$ cat config.mk
export PLATFORM = sky130hd
export DESIGN_NAME = spi_txn_sched
export DESIGN_NICKNAME = d
export VERILOG_FILES = /design/src/rtl/spi_sim_pkg.sv /design/src/rtl/spi_rr_arb2.sv /design/src/rtl/spi_txn_sched.sv
export SDC_FILE = /design/constraint.sdc
export NUM_CORES = 1
export LEC_CHECK = 0
export ABC_AREA = 1
export CORE_UTILIZATION = 47
export DETAILED_ROUTE_END_ITERATION = 6
export GPL_TIMING_DRIVEN = 0
export MAX_ROUTING_LAYER = met4
export PLACE_DENSITY = 0.78
export SYNTH_ARGS = -nofsm -noshare
export SYNTH_HDL_FRONTEND = slang
export SYNTH_SLANG_ARGS = --single-unit
$ cat constraint.sdc
create_clock -name clk -period 1.52 [get_ports clk]
set_input_delay 0.304 -clock clk [delete_from_list [all_inputs] [get_ports clk]]
set_output_delay 0.304 -clock clk [all_outputs]
set_load 0.02 [all_outputs]
$ cat src/rtl/spi_sim_pkg.sv
// ---------------------------------------------------------------------------
// spi_sim_pkg
// Shared definitions for the SPI transaction scheduler slice.
//   - rw bit encodings (WRITE / READ)
//   - FSM state enumeration used by spi_txn_sched
//   - default field widths and default CS timing values
//   - max3(): helper used to size the shared wait counter
// ---------------------------------------------------------------------------
package spi_sim_pkg;

   localparam logic RW_WRITE = 1'b0;
   localparam logic RW_READ  = 1'b1;

   localparam int DEF_CMD_WIDTH  = 5;
   localparam int DEF_ADDR_WIDTH = 4;
   localparam int DEF_DATA_WIDTH = 11;

   localparam int DEF_CLK_DIV   = 2;
   localparam int DEF_CS_SU_CYC = 2;
   localparam int DEF_CS_HD_CYC = 2;
   localparam int DEF_CS_HI_CYC = 8;

   typedef enum logic [2:0] {
      ST_IDLE  = 3'd0,
      ST_SETUP = 3'd1,
      ST_SHIFT = 3'd2,
      ST_HOLD  = 3'd3,
      ST_GAP   = 3'd4
   } spi_state_e;

   // Largest of three timing values; the single wait counter is reused by
   // SETUP, HOLD and GAP, so it has to cover whichever of them is longest.
   function automatic int max3(input int a, input int b, input int c);
      int m;
      m = a;
      if (b > m) m = b;
      if (c > m) m = c;
      return m;
   endfunction

endpackage

$ cat src/rtl/spi_rr_arb2.sv
// ---------------------------------------------------------------------------
// spi_rr_arb2
// Two-way round-robin arbiter with a last-grant register.
// Ports:
//   clk        in   system clock
//   rst_n      in   asynchronous active-low reset (last-grant resets to 1)
//   req_valid  in   [1:0] request valid, bit N = requester N
//   accept     in   pulse: the currently granted request was accepted
//   grant      out  index of the requester currently granted
// ---------------------------------------------------------------------------
module spi_rr_arb2 (
   input  logic       clk,
   input  logic       rst_n,
   input  logic [1:0] req_valid,
   input  logic       accept,
   output logic       grant
);

   logic last_q;
   logic last_d;

   // A lone requester always wins. When both (or neither) are asking, the
   // one that was not served last gets the grant, which makes requester 0
   // the first winner out of reset.
   always_comb begin
      grant = ~last_q;
      case (req_valid)
         2'b01:   grant = 1'b0;
         2'b10:   grant = 1'b1;
         default: grant = ~last_q;
      endcase
   end

   // The fairness pointer only advances when a grant actually turns into a
   // transfer, so an idle or withdrawn grant does not skip anyone's turn.
   always_comb begin
      last_d = last_q;
      if (accept) begin
         last_d = grant;
      end
   end

   // Last-grant register.
   always_ff @(posedge clk or negedge rst_n) begin
      if (!rst_n) begin
         last_q <= 1'b1;
      end else begin
         last_q <= last_d;
      end
   end

endmodule

$ cat src/rtl/spi_txn_sched.sv
// ---------------------------------------------------------------------------
// spi_txn_sched
// Two-requester SPI master transaction scheduler. Each accepted request is
// sent as one frame {rw, addr, wdata}, MSB first, SPI mode 0 style timing
// with programmable CS setup / hold / minimum-high times.
// Ports:
//   clk, rst_n                 clock, asynchronous active-low reset
//   reqN_valid / reqN_ready    request handshake, N = 0, 1
//   reqN_rw, reqN_addr,
//   reqN_wdata                 request payload (rw: 0 = write, 1 = read)
//   rsp_valid                  one-cycle completion pulse
//   rsp_id                     index of the requester that completed
//   rsp_rdata                  last DATA_WIDTH bits sampled from MISO
//   spi_cs_n, spi_sclk,
//   spi_mosi, spi_miso         SPI bus
//   busy                       high whenever the FSM is not idle
// ---------------------------------------------------------------------------
module spi_txn_sched
   import spi_sim_pkg::*;
#(
   parameter int CMD_WIDTH  = DEF_CMD_WIDTH,
   parameter int ADDR_WIDTH = DEF_ADDR_WIDTH,
   parameter int DATA_WIDTH = DEF_DATA_WIDTH,
   parameter int CLK_DIV    = DEF_CLK_DIV,
   parameter int CS_SU_CYC  = DEF_CS_SU_CYC,
   parameter int CS_HD_CYC  = DEF_CS_HD_CYC,
   parameter int CS_HI_CYC  = DEF_CS_HI_CYC
) (
   input  logic                  clk,
   input  logic                  rst_n,

   input  logic                  req0_valid,
   output logic                  req0_ready,
   input  logic                  req0_rw,
   input  logic [ADDR_WIDTH-1:0] req0_addr,
   input  logic [DATA_WIDTH-1:0] req0_wdata,

   input  logic                  req1_valid,
   output logic                  req1_ready,
   input  logic                  req1_rw,
   input  logic [ADDR_WIDTH-1:0] req1_addr,
   input  logic [DATA_WIDTH-1:0] req1_wdata,

   output logic                  rsp_valid,
   output logic                  rsp_id,
   output logic [DATA_WIDTH-1:0] rsp_rdata,

   output logic                  spi_cs_n,
   output logic                  spi_sclk,
   output logic                  spi_mosi,
   input  logic                  spi_miso,

   output logic                  busy
);

   localparam int FRAME_W  = CMD_WIDTH + DATA_WIDTH;
   localparam int DIV_W    = $clog2(CLK_DIV + 1);
   localparam int WAIT_MAX = max3(CS_SU_CYC, CS_HD_CYC, CS_HI_CYC);
   localparam int WAIT_W   = $clog2(WAIT_MAX + 1);

   localparam logic [DIV_W-1:0]  DIV_LAST   = DIV_W'(CLK_DIV - 1);
   localparam logic [4:0]        BIT_LAST   = 5'(FRAME_W - 1);
   localparam logic [WAIT_W-1:0] SU_LAST    = WAIT_W'(CS_SU_CYC - 1);
   localparam logic [WAIT_W-1:0] HD_LAST    = WAIT_W'(CS_HD_CYC - 1);
   localparam logic [WAIT_W-1:0] HI_LAST    = WAIT_W'(CS_HI_CYC - 1);

   spi_state_e            state_q,     state_d;
   logic [DIV_W-1:0]      div_cnt_q,   div_cnt_d;
   logic [4:0]            bit_cnt_q,   bit_cnt_d;
   logic [WAIT_W-1:0]     wait_cnt_q,  wait_cnt_d;
   logic [FRAME_W-1:0]    tx_q,        tx_d;
   logic [DATA_WIDTH-1:0] rx_q,        rx_d;
   logic                  id_q,        id_d;
   logic                  cs_n_q,      cs_n_d;
   logic                  sclk_q,      sclk_d;
   logic                  mosi_q,      mosi_d;
   logic                  rsp_valid_q, rsp_valid_d;
   logic                  rsp_id_q,    rsp_id_d;
   logic [DATA_WIDTH-1:0] rsp_rdata_q, rsp_rdata_d;

   logic grant;
   logic accept;

   spi_rr_arb2 u_arb (
      .clk       (clk),
      .rst_n     (rst_n),
      .req_valid ({req1_valid, req0_valid}),
      .accept    (accept),
      .grant     (grant)
   );

   // Ready is offered only in IDLE, only to the granted requester and only
   // while it is asking; accept is the resulting valid&ready transfer.
   always_comb begin
      req0_ready = (state_q == ST_IDLE) && !grant && req0_valid;
      req1_ready = (state_q == ST_IDLE) &&  grant && req1_valid;
      accept     = req0_ready || req1_ready;
   end

   // Next-state and datapath logic. Every bus output is a flop, so the
   // values chosen here appear on the pins one clk later. In SHIFT the
   // divider counts CLK_DIV cycles per sclk half; the rising half-edge
   // launches the next MOSI bit and the falling half-edge samples MISO.
   // Only the last DATA_WIDTH samples are kept: the command-phase samples
   // simply shift out of the top of rx.
   always_comb begin
      state_d     = state_q;
      div_cnt_d   = div_cnt_q;
      bit_cnt_d   = bit_cnt_q;
      wait_cnt_d  = wait_cnt_q;
      tx_d        = tx_q;
      rx_d        = rx_q;
      id_d        = id_q;
      cs_n_d      = cs_n_q;
      sclk_d      = sclk_q;
      mosi_d      = mosi_q;
      rsp_valid_d = 1'b0;
      rsp_id_d    = rsp_id_q;
      rsp_rdata_d = rsp_rdata_q;

      case (state_q)
         ST_IDLE: begin
            if (accept) begin
               state_d    = ST_SETUP;
               cs_n_d     = 1'b0;
               sclk_d     = 1'b0;
               mosi_d     = 1'b0;
               wait_cnt_d = '0;
               id_d       = grant;
               tx_d       = grant ? {req1_rw, req1_addr, req1_wdata}
                                  : {req0_rw, req0_addr, req0_wdata};
            end
         end

         ST_SETUP: begin
            if (wait_cnt_q == SU_LAST) begin
               state_d    = ST_SHIFT;
               wait_cnt_d = '0;
               div_cnt_d  = '0;
               bit_cnt_d  = '0;
            end else begin
               wait_cnt_d = wait_cnt_q + WAIT_W'(1);
            end
         end

         ST_SHIFT: begin
            if (div_cnt_q == DIV_LAST) begin
               div_cnt_d = '0;
               if (!sclk_q) begin
                  sclk_d = 1'b1;
                  mosi_d = tx_q[FRAME_W-1];
                  tx_d   = {tx_q[FRAME_W-2:0], 1'b0};
               end else begin
                  sclk_d = 1'b0;
                  rx_d   = {rx_q[DATA_WIDTH-2:0], spi_miso};
                  if (bit_cnt_q == BIT_LAST) begin
                     state_d    = ST_HOLD;
                     wait_cnt_d = '0;
                     mosi_d     = 1'b0;
                  end else begin
                     bit_cnt_d = bit_cnt_q + 5'd1;
                  end
               end
            end else begin
               div_cnt_d = div_cnt_q + DIV_W'(1);
            end
         end

         ST_HOLD: begin
            if (wait_cnt_q == HD_LAST) begin
               state_d     = ST_GAP;
               wait_cnt_d  = '0;
               cs_n_d      = 1'b1;
               rsp_valid_d = 1'b1;
               rsp_id_d    = id_q;
               rsp_rdata_d = rx_q;
            end else begin
               wait_cnt_d = wait_cnt_q + WAIT_W'(1);
            end
         end

         ST_GAP: begin
            if (wait_cnt_q == HI_LAST) begin
               state_d    = ST_IDLE;
               wait_cnt_d = '0;
            end else begin
               wait_cnt_d = wait_cnt_q + WAIT_W'(1);
            end
         end

         default: begin
            state_d = ST_IDLE;
            cs_n_d  = 1'b1;
            sclk_d  = 1'b0;
            mosi_d  = 1'b0;
         end
      endcase
   end

   // State and datapath registers. Reset is asynchronous so an abort in the
   // middle of a frame releases CS and parks SCLK immediately; the partial
   // frame is dropped and the FSM restarts in IDLE without a GAP.
   always_ff @(posedge clk or negedge rst_n) begin
      if (!rst_n) begin
         state_q     <= ST_IDLE;
         div_cnt_q   <= '0;
         bit_cnt_q   <= '0;
         wait_cnt_q  <= '0;
         tx_q        <= '0;
         rx_q        <= '0;
         id_q        <= 1'b0;
         cs_n_q      <= 1'b1;
         sclk_q      <= 1'b0;
         mosi_q      <= 1'b0;
         rsp_valid_q <= 1'b0;
         rsp_id_q    <= 1'b0;
         rsp_rdata_q <= '0;
      end else begin
         state_q     <= state_d;
         div_cnt_q   <= div_cnt_d;
         bit_cnt_q   <= bit_cnt_d;
         wait_cnt_q  <= wait_cnt_d;
         tx_q        <= tx_d;
         rx_q        <= rx_d;
         id_q        <= id_d;
         cs_n_q      <= cs_n_d;
         sclk_q      <= sclk_d;
         mosi_q      <= mosi_d;
         rsp_valid_q <= rsp_valid_d;
         rsp_id_q    <= rsp_id_d;
         rsp_rdata_q <= rsp_rdata_d;
      end
   end

   // Registered outputs to the pins.
   always_comb begin
      spi_cs_n  = cs_n_q;
      spi_sclk  = sclk_q;
      spi_mosi  = mosi_q;
      rsp_valid = rsp_valid_q;
      rsp_id    = rsp_id_q;
      rsp_rdata = rsp_rdata_q;
      busy      = (state_q != ST_IDLE);
   end

endmodule

## Word-level counts from Yosys, hierarchy flattened

Cells that the tools add are included.

- $add $sub $neg: 3
- Equal/unequal tests: 20
- Multiplexer cells: 41
- Bitwise operators: 3
- Reductions and logical operators: 25

Operators with widths:

| cell | number |
|---|---|
| $mux 16 | 4 |
| $pmux 16 s2 | 1 |
| $mux 4 | 6 |
| $mux 3 | 7 |
| $mux 5 | 4 |
| $ne 2x2->1 const B | 9 |
| $pmux 4 s4 | 1 |
| $pmux 3 s5 | 1 |
| $pmux 5 s2 | 1 |
| $reduce_and 5->1 | 2 |
| $mux 1 | 9 |
| $pmux 1 s3 | 3 |
| $reduce_and 3->1 | 3 |
| $reduce_and 4->1 | 2 |
| $reduce_and 7->1 | 1 |
| $eq 3x2->1 const B | 2 |
| $reduce_and 2->1 | 3 |
| $reduce_or 3->1 | 2 |
| $add 5x1->5 const B | 1 |
| $eq 5x4->1 const B | 1 |
| $add 4x1->4 const B | 1 |
| $eq 2x1->1 const B | 2 |
| $eq 4x1->1 const B | 1 |
| $eq 4x3->1 const B | 1 |
| 17 further kinds | 24 |

- Flip-flop bits (word level): 59
- Bits of input ports: 37
- Output and inout bits: 19
- Word-level logic and storage cells: 106

## Longest topological paths before layout

- Depth in word-level cells: 8
- Depth in mapped cells: 10
- Gate-level depth less buffers: 10

## Cells and area by module

A second synthesis with hierarchy kept.

- Cells, all modules: 381
- Area, all modules: 3,114.2 sq um

Modules (own cells, without submodules):

| module | times used | cells each | area each (sq um) | sequential area each (sq um) |
|---|---|---|---|---|
| spi_txn_sched | 1 | 369 | 3,032.9 | 1,452.6 |
| spi_rr_arb2 | 1 | 12 | 81.3 | 26.3 |

## Worst setup path before layout

Ideal clock, no wire load.

- Kind: input-to-output
- Start: input port req0_valid
- End: output port req1_ready
- Arrival: 1,302 ps
- Data required time: 1,216 ps
- Setup slack: -86 ps
- Stages: 6
- Buffers on the path: 0
- Cells stage by stage: inv_1 -> ha_1 -> inv_2 -> nand2_4 -> nand3_2 -> nor2_1

- Word-level cells in the longest chain between the ends: 4
- Elaborated cells between the ends (all ways): 5
- Classes of those cells: eq/ne (2); mux (1); reduce/logical (2)

RTL lines:

| item | line | RTL |
|---|---|---|
| from (decl) | spi_txn_sched.sv:32 | `input logic req0_valid,` |
| $eq 2x2->1 or $eq 2x1->1 (tied branches) | spi_rr_arb2.sv:27 | `case (req_valid)` |
| $pmux 1 s2 (*) | spi_rr_arb2.sv:27 |  |
| $logic_and 1x1->1 (*) (2 in series) | spi_txn_sched.sv:96 | `req1_ready = (state_q == ST_IDLE) && grant && req1_valid;` |
| to (decl) | spi_txn_sched.sv:39 | `output logic req1_ready,` |

Mark *: on every way between the ends. The rest lies on a longest branch, timed or not.

## Worst setup path after layout

- Start: register state_q[2]
- End: output port req1_ready

- Word-level cells in the longest chain between the ends: 3

RTL lines:

| item | line | RTL |
|---|---|---|
| from (decl) | spi_txn_sched.sv:67 | `spi_state_e state_q, state_d;` |
| from (signal assigned) | spi_txn_sched.sv:219 | `state_q <= state_d;` |
| $logic_not 3->1 | spi_txn_sched.sv:96 |  |
| $logic_and 1x1->1 (2 in series) | spi_txn_sched.sv:96 |  |

No other way between the ends.

==> results.sh <==
export IMPL_run_status="complete, but fails checks"
export IMPL_failed_checks="setup timing"
export IMPL_ctsRootBufferMaster="clkbuf_8"
export IMPL_finalWorstPathRequiredPeriod_ps=1677
export IMPL_p_leak_nw=2.129
export IMPL_synthFlopType="dfrtp_1"
export IMPL_fin_skew_ps=5.738
export IMPL_critPathKind="reg2out"
export IMPL_ir_drop_v=0.0006651
export IMPL_syn_area_um2=3063
export IMPL_min_path_cells=4
export IMPL_max_cap_violations=0
export IMPL_gp_congestion=0.8289
export IMPL_post_synth_top_area_cell="dfrtp_1"
export IMPL_setup_viol=25
export IMPL_detailedRoute_firstIterationViolations=156
export IMPL_dpl_cell_count=502
export IMPL_largest_net_degree_at_the_start_of_global_routing=38
export IMPL_antenna_diode_count=0
export IMPL_fin_total_pwr_w=0.003582
export IMPL_wl_per_cell_um=14.58
export IMPL_synth_cells=369
export IMPL_ff2ff_path_depth=9
export IMPL_final_max_slew_viol_count=0
export IMPL_grt_first_pass_wirelength_mm=11.76
export IMPL_vias=2903
export IMPL_achievable_frequency_ghz=0.5963
export IMPL_path_cells="inv_2, nand2_2, nor2_4, inv_2, nor2_4, buf_6"
export IMPL_worst_pin_slew_ps=563.6
export IMPL_area_of_combinational_cells_with_multiple_inputs_um2=1554
export IMPL_worst_hold_slack_ps=418.7
export IMPL_detailedRoute_firstPassIterationCount=4
export IMPL_later_pin_clock_latency_in_the_skew_report_ps=340
export IMPL_timing_critical_path_arrival_ps=1370
export IMPL_place_detailed_hpwl_mm=4.833
export IMPL_ys_types=27
export IMPL_syn_nets=412
export IMPL_fraction_of_registers_with_async_set_or_reset_after_synthesis_pct=100.0
export IMPL_worst_case_headroom_to_the_max_slew_limit_pct=62.43
export IMPL_timing_reg2reg_setup_slack_ps=-100
export IMPL_cp_end_kind="output pin"
export IMPL_cts_clk_slew_worst_paths_ps=70
export IMPL_yosys_top_cells_area="dfrtp_1 47%, nand2_1 11%, nand3_1 6.7%"
export IMPL_globalRouteTotalUtil_pct=23.78
export IMPL_area_growth_synth_to_final_pct=46.61
export IMPL_timing_critical_path_slowest_cell_delay_ps=450
export IMPL_setup_repair_after_global_routing_missed_its_margin="yes"
export IMPL_cts_buffers_inserted=9
export IMPL_final_area_um2=4491
export IMPL_cp_required_ps=1220
export IMPL_vias_per_cell=5.269
export IMPL_synth_edff_count=0
export IMPL_die_h_um=82.73
export IMPL_overflow=0
export IMPL_post_route_cells_drive_above_1_share_pct=31.86
export IMPL_synth_area_per_cell_um2=8.301
export IMPL_final_net_count=512
export IMPL_num_io_pins=56
export IMPL_start_util_pct=48.51
export IMPL_floorplan_rows=29
export IMPL_power_per_cell_area_nw_per_um2=797.6
export IMPL_final_hold_viol_count=0
export IMPL_htreeDepth=3
export IMPL_postRouteAntennaNets=0
export IMPL_synth_largest_type_area_fraction_pct=46.57
export IMPL_fp_coreArea_um2=6314
export IMPL_first_global_vias=2681
export IMPL_clock_tree_buffer_depth=2
export IMPL_post_route_period_util_pct=110.3
export IMPL_wl_mm=8.032
export IMPL_die_area_um2=6843
export IMPL_dpl_instance_area_um2=3740
export IMPL_setup_slack_ps=-156.9
export IMPL_path_max_fanout=4
export IMPL_worstSetupStartpointType="flip-flop"
export IMPL_clock_sinks=59
export IMPL_drc=0
export IMPL_cp_slowest_cell="dfrtp_2"
export IMPL_layoutNonFillerInstCount=551
export IMPL_chipWidth_um=82.73
export IMPL_register_area_um2=1481
export IMPL_ys_warnings_count=0
export IMPL_synth_seq_area_share_pct=48.28
export IMPL_min_delay_path_class="in2reg"
export IMPL_tritoncts="yes"
export IMPL_postSynthRegisterBits=59
export IMPL_fillers=485
export IMPL_portBuffers=55
export IMPL_grt_antenna_before_repair=0
## final cells by class
type                       instances  share of cell area (%)
multi-input combinational        254                   34.61
clock inverter                     6                   1.978
timing repair buffer              89                   18.86
sequential                        59                   32.99
tap                               77                   2.145
clock buffer                      10                   3.065
buffer                            13                   2.591
inverter                          43                   3.761
## registers in the layout, indices dropped and copies added, names as in the netlist
signal	flops
bit_cnt_q	5
div_cnt_q	2
id_q	1
rsp_id	1
rsp_rdata	11
rsp_valid	1
rx_q	11
spi_cs_n	1
spi_mosi	1
spi_sclk	1
state_q	3
tx_q	16
u_arb.last_q	1
wait_cnt_q	4
## critical path: cells and delay by family (launching register included)
| family | cells | cell delay, ps |
|---|---|---|
| and+or+nand+nor | 3 | 310 |
| DFF | 1 | 450 |
| buffers and inverters | 3 | 270 |
## cells in the mapped netlist, types with 4 or more instances
cell type,instances
nand2_1,93
dfrtp_1,57
nand3_1,41
inv_1,40
o21ai_0,38
o21ai_2,17
nor2_1,14
o21ai_1,13
nand2_2,8
buf_2,6
ha_1,6
nand4_1,5
a21oi_1,4
## routing by layer
metal / track usage (%) / vias to the layer above / routed length (µm)
met3: 3.516 / 18 / 335
met1: 28.86 / 1405 / 3435
li1: - / 1408 / -
met5: - / - / 0
met4: 11.03 / 0 / 166
met2: 39.10 / 72 / 4094
## cell families after synthesis
| group | share of synthesized area [%] |
|---|---|
| simple gates | 26.67 |
| compound gates | 13.85 |
| flops | 48.28 |
| buf+inv | 8.129 |
| fa+ha+maj | 2.451 |
| xor+xnor | 0.2860 |
| mux | 0.3268 |
## cell usage in the layout, fill, tap and decap left out, types with 5 or more instances in the layout
cell type / n
nor2_4: 6
clkdlybuf4s50_1: 33
nand2_4: 16
nand2_2: 16
inv_2: 7
o21ai_2: 20
nor2_1: 9
clkbuf_8: 10
inv_1: 35
nand3_1: 40
buf_6: 12
dfrtp_1: 55
dlygate4sd2_1: 15
o21ai_1: 28
nand2_1: 72
nand4_1: 5
o21ai_0: 19
buf_4: 26
## power breakdown
group / leakage [nW] / internal [W] / switching [W] / total [W]
registers: 0.760 / 0.00160 / 0.0000143 / 0.00161
clock network: 0.108 / 0.000966 / 0.000640 / 0.00161
logic: 1.26 / 0.000177 / 0.000184 / 0.000361
## per-stage QoR
stage	setup TNS, ps	utilization, %	setup slack (ps)
floorplan	0	-	1.239
global placement	-118090	59.00	-1705
finish	-1644	71.13	-156.9
detailed placement	-20830	59.24	-1040
global route	-3616	71.13	-213.8
CTS	-893.9	67.50	-201.5
## worst paths after layout
check	from	endpoint
max in group asynchronous	rst_n	rsp_rdata[10]
worst max register to register	bit_cnt_q[0]	wait_cnt_q[3]
min in group asynchronous	rst_n	id_q
worst max-delay path	state_q[2]	req1_ready
worst min-delay path	req0_valid	spi_cs_n
worst min register to register	spi_cs_n	spi_cs_n
## what timing repair did
| item | in CTS | in global routing |
|---|---|---|
| pin swaps | 15 | 25 |
| buffers inserted | 22 | 8 |
| hold buffers | 1 | 0 |
| endpoints found under the setup margin | 70 | 58 |
| endpoints found under the hold margin | 20 | 0 |
| gates resized for setup | 80 | 67 |
| cloned | 2 | 0 |
No activity file was read; power rests on OpenSTA's default activity.
